===== src/rtl/mem_access_unit.sv =====
// Load/store access unit: one request at a time, full-word memory accesses,
// read-modify-write for sb/sh, sign/zero-extended load data, error reporting.
module mem_access_unit #(
    parameter int WORD_SIZE = 32
) (
    input  logic                 clk,
    input  logic                 rst,
    input  logic                 req_valid,
    output logic                 req_ready,
    input  logic                 req_write,
    input  logic [2:0]           req_funct3,
    input  logic [WORD_SIZE-1:0] req_addr,
    input  logic [WORD_SIZE-1:0] req_wdata,
    output logic                 resp_valid,
    output logic [WORD_SIZE-1:0] resp_rdata,
    output logic                 resp_err,
    output logic [WORD_SIZE-1:0] mem_addr,
    output logic                 mem_write_en,
    output logic [WORD_SIZE-1:0] mem_write_data,
    input  logic [WORD_SIZE-1:0] mem_data,
    output logic [2:0]           dbg_state
);

    // Handshake: a request transfers on a rising edge where req_valid and
    // req_ready are both 1; req_ready stays low until the response pulse ends.
    typedef enum logic [2:0] {IDLE, LOAD, MERGE, WRITE, RESP} state_t;

    state_t         state;
    logic [2:0]     funct3_q;
    logic [15:0]    wdata_q;
    logic           we_q;
    logic           req_bad;
    logic [WORD_SIZE-1:0] load_ext;
    logic [WORD_SIZE-1:0] merged;

    assign dbg_state    = state;
    assign mem_write_en = we_q & ~rst;

    // Illegal funct3 for the direction, or misaligned half/word access.
    always_comb begin
        req_bad = 1'b0;
        case (req_funct3)
            3'b000:  req_bad = 1'b0;
            3'b001:  req_bad = req_addr[0];
            3'b010:  req_bad = |req_addr[1:0];
            3'b100:  req_bad = req_write;
            3'b101:  req_bad = req_write | req_addr[0];
            default: req_bad = 1'b1;
        endcase
    end

    always_comb begin
        load_ext = mem_data;
        case (funct3_q)
            3'b000:  load_ext = {{(WORD_SIZE-8){mem_data[7]}}, mem_data[7:0]};
            3'b001:  load_ext = {{(WORD_SIZE-16){mem_data[15]}}, mem_data[15:0]};
            3'b100:  load_ext = {{(WORD_SIZE-8){1'b0}}, mem_data[7:0]};
            3'b101:  load_ext = {{(WORD_SIZE-16){1'b0}}, mem_data[15:0]};
            default: load_ext = mem_data;
        endcase
    end

    assign merged = funct3_q[0] ? {mem_data[WORD_SIZE-1:16], wdata_q[15:0]}
                                : {mem_data[WORD_SIZE-1:8], wdata_q[7:0]};

    always_ff @(posedge clk) begin
        if (rst) begin
            state          <= IDLE;
            req_ready      <= 1'b1;
            resp_valid     <= 1'b0;
            resp_err       <= 1'b0;
            resp_rdata     <= '0;
            mem_addr       <= '0;
            mem_write_data <= '0;
            we_q           <= 1'b0;
            funct3_q       <= 3'b000;
            wdata_q        <= 16'h0000;
        end else begin
            resp_valid <= 1'b0;
            we_q       <= 1'b0;
            case (state)
                IDLE: begin
                    if (req_valid) begin
                        funct3_q  <= req_funct3;
                        wdata_q   <= req_wdata[15:0];
                        mem_addr  <= req_addr;
                        req_ready <= 1'b0;
                        if (req_bad) begin
                            state      <= RESP;
                            resp_valid <= 1'b1;
                            resp_err   <= 1'b1;
                            resp_rdata <= '0;
                        end else if (!req_write) begin
                            state <= LOAD;
                        end else if (req_funct3 == 3'b010) begin
                            state          <= WRITE;
                            we_q           <= 1'b1;
                            mem_write_data <= req_wdata;
                        end else begin
                            state <= MERGE;
                        end
                    end
                end
                LOAD: begin
                    state      <= RESP;
                    resp_valid <= 1'b1;
                    resp_err   <= 1'b0;
                    resp_rdata <= load_ext;
                end
                MERGE: begin
                    state          <= WRITE;
                    we_q           <= 1'b1;
                    mem_write_data <= merged;
                end
                WRITE: begin
                    state      <= RESP;
                    resp_valid <= 1'b1;
                    resp_err   <= 1'b0;
                    resp_rdata <= '0;
                end
                RESP: begin
                    state     <= IDLE;
                    req_ready <= 1'b1;
                end
                default: begin
                    state     <= IDLE;
                    req_ready <= 1'b1;
                end
            endcase
        end
    end

endmodule


===== config.mk =====
export PLATFORM = sky130hd
export DESIGN_NAME = mem_access_unit
export DESIGN_NICKNAME = d
export VERILOG_FILES = /design/src/rtl/mem_access_unit.sv
export SDC_FILE = /design/constraint.sdc
export NUM_CORES = 1
export LEC_CHECK = 0
export BUFFER_PORTS_ARGS = -buffer_cell sky130_fd_sc_hd__buf_2
export CORE_ASPECT_RATIO = 1.4
export CORE_MARGIN = 1
export CORE_UTILIZATION = 49
export CTS_BUF_LIST = sky130_fd_sc_hd__clkbuf_8
export DETAILED_ROUTE_END_ITERATION = 10
export MAX_ROUTING_LAYER = met4
export PLACE_DENSITY_LB_ADDON = 0.12
export SLEW_MARGIN = 20
export SYNTH_ARGS = -nofsm -noshare
export SYNTH_HDL_FRONTEND = slang
export SYNTH_SLANG_ARGS = --single-unit
export TNS_END_PERCENT = 10

===== constraint.sdc =====
create_clock -name clk -period 2.2 [get_ports clk]
set_input_delay 0.22 -clock clk [delete_from_list [all_inputs] [get_ports clk]]
set_output_delay 0.22 -clock clk [all_outputs]
set_load 0.02 [all_outputs]

==> impl_metrics.json <==
{
  "critPathCaptureType": "flop",
  "synth_flop_cell": "dfxtp_1",
  "clk_latency_ns": 0.44,
  "wl_met3_microns": 878,
  "cts_sinks": 122,
  "htreeDepth": 4,
  "wl_per_cell_microns": 15.4,
  "avgSynthCellArea_sq_um": 8.35,
  "crit_arrival_ns": 2.35,
  "grt_pass1_vias": 4830,
  "clkTransAtPathRegs_ns": 0.07,
  "viasPerCell": 5.44,
  "start_kind": "flop",
  "synth_warnings": 0,
  "p_leak_nw": 2.93,
  "worstHoldPathType": "in2reg",
  "timing.rr.end": "resp_rdata[8]$_SDFFE_PP0P_",
  "period_needed_ns": 2.02,
  "top_layer_used": "met4",
  "cts.path.max_buffers": 2,
  "synth_cell_types": 31,
  "track_usage_pct": 29.2,
  "post-dp-hpwl_mm": 9.39,
  "fill_cells": 840,
  "syn_to_final_growth_pct": 35.5,
  "power_per_cell_area_nw_per_um2": 817,
  "cts_inserted_buffers": 17,
  "drc": 0,
  "die_x_microns": 85.9,
  "hold_viol": 0,
  "drtAntennaViolNets": 0,
  "reg2reg_depth": 4,
  "cap_violations": 0,
  "placedCellCount": 882,
  "setup_viol": 0,
  "grt_max_degree": 72,
  "min_from": "req_addr[4]",
  "dr.pass1.iters": 5,
  "start_util_pct": 50.8,
  "tightestPinTransition_ns": 0.769,
  "worstSetupPathType": "reg2reg",
  "chipHeight_microns": 120,
  "antenna_found_initial": 0,
  "wl_met1_mm": 5.65,
  "crit_path_end": "resp_rdata[8]$_SDFFE_PP0P_",
  "final-instance-count-excl-fill": 927,
  "min_period_over_period_pct": 91.9,
  "wl_met2_mm": 7.28,
  "finalPower_mw": 5.35,
  "syn_nets": 682,
  "rsz0062_at_grt": "false",
  "slew_headroom_pct": 48.6,
  "synth_top_family_by_area": "simple AND/OR/NAND/NOR gates",
  "num_io_pins": 206,
  "port_buffers": 205,
  "cts_root_buf": "clkbuf_8",
  "final_layout_size_suffix_gt1_share_pct": 33.3,
  "cp_max_fo": 32,
  "synthesis.area_sq_um": 4830,
  "synthCells": 579,
  "slew_viol_final": 0,
  "synthXorXnorAreaFrac_pct": 0,
  "ys_seq_area_share_pct": 50.5,
  "r2r-start": "dbg_state[2]$_SDFFE_PP0P_",
  "wl_mm": 14.3,
  "synthSimpleGateAreaFrac_pct": 22.2,
  "drt_iter0_drc": 285,
  "muxShareOfSynthArea_pct": 1.86,
  "dr_total_vias": 5043,
  "num_rows": 42,
  "ys_ff_latch": 122,
  "r2r_setup_slack_ns": 0.18,
  "synth_compound_area_share_pct": 20.6,
  "crit_required_ns": 2.53,
  "yosys.area_share.adder_pct": 0,
  "final_common_cell": "buf_2",
  "status": "completed",
  "synth_edf_count": 0,
  "startpoint": "dbg_state[2]$_SDFFE_PP0P_",
  "whs_ns": 0.0162,
  "layout.nets": 885,
  "fmax_mhz": 495,
  "layout_common_cells": "205 x buf_2, 122 x dfxtp_1, 119 x nand2_1",
  "cts_resized": 0,
  "setup-tns-final_ns": 0,
  "cts_tree": "built",
  "gp_congestion": 0.833,
  "dieArea_sq_um": 10300,
  "grt_pass1_wl_mm": 22.8,
  "diodes": 0,
  "ir_drop_mv": 0.493,
  "grt-ovfl-total": 0,
  "fin_util_pct": 68.9,
  "synthArstFlopShare_pct": 0,
  "skew_ns": 0.00994,
  "core_sq_um": 9510
}
-- how the worst min path moves through the flow --
| stage | endpoint | slack (ns) | cells past startpoint |
|---|---|---|---|
| finish | mem_addr[4]$_SDFFE_PP0P_ | 0.02 | 3 |
| global route | mem_addr[23]$_SDFFE_PP0P_ | 0.004 | 3 |
| CTS | mem_addr[23]$_SDFFE_PP0P_ | 0.00003 | 3 |
| detailed placement | resp_rdata[6]$_SDFFE_PP0P_ | 0.44 | 2 |
| global placement | resp_rdata[5]$_SDFFE_PP0P_ | 0.43 | 2 |
| floorplan | resp_rdata[2]$_SDFFE_PP0P_ | 0.35 | 1 |
-- synthesized netlist by cell type (2+ instances only) --
cell type    n  share of area, %
a21oi_1     63               6.5
a22o_1      16               2.9
a31oi_1     25               3.2
buf_2        9              0.93
buf_6        2              0.47
clkbuf_1    42               3.3
dfxtp_1    122                51
inv_1        2              0.16
mux2i_1      9               1.9
nand2_1    119               9.2
nand2b_1     3              0.39
nand3_1     48               5.0
nor2_1      15               1.2
nor2b_1     17               2.2
nor3_1       4              0.41
nor3_2       2              0.41
o21ai_0     42               4.3
o2bb2ai_1   16               2.9
or2_2        2              0.26
or4b_1       9               1.9
or4b_2       2              0.41
-- report_power, final --
part           internal (mW)  switching, mW  total, mW
sequential              2.31         0.0570       2.37
combinational          0.277          0.482      0.759
clock                   1.33          0.892       2.22
-- per-layer routing --
layer	GRT usage, %	vias up
met4	14.9	0
li1	-	2426
met1	32.8	2375
met2	47.8	203
met5	-	-
met3	7.29	39
-- metrics by stage --
step,worst slack [ns],area (sq um)
6_report,0.179,6550
5_1_grt,0.110,6550
4_1_cts,0.170,6550
3_5_place_dp,0.180,5980
3_3_place_gp,0.0987,5970
2_1_floorplan,0.319,4830
-- state kept, by name, summed over array words and instances (netlist names) --
| signal | flops |
|---|---|
| resp_valid | 1 |
| mem_addr | 32 |
| we_q | 1 |
| wdata_q | 16 |
| funct3_q | 3 |
| req_ready | 1 |
| mem_write_data | 32 |
| resp_err | 1 |
| dbg_state | 3 |
| resp_rdata | 32 |
-- critical path, stage by stage (launching register included) --
cell and delay (ns):
dfxtp_1 0.31, or4b_2 0.70, nor3_2 0.37, nor2_4 0.23
a22o_1 0.29
-- area by class of cell --
type	count	area, sq um	share of cell area (%)
Clock buffer	17	234	3.57
Clock inverter	15	209	3.19
Inverter	2	7.51	0.115
Timing Repair Buffer	237	1310	20.0
Multi-Input combinational cell	402	2180	33.3
Tap cell	132	165	2.52
Sequential cell	122	2440	37.3
-- logic make-up after synthesis --
kind of cell	Yosys count
AND/OR/NAND/NOR	226
AO/OA/AOI/OAI	167
flip-flops	122
buffers and inverters	55
multiplexers	9
-- what timing repair did --
| action | 4_1_cts | 5_1_grt |
|---|---|---|
| hold buffers | 13 | 0 |
| hold endpoints to repair | 13 | 0 |
| buffers inserted | 0 | 0 |
Power figures use the tool's default switching activity.
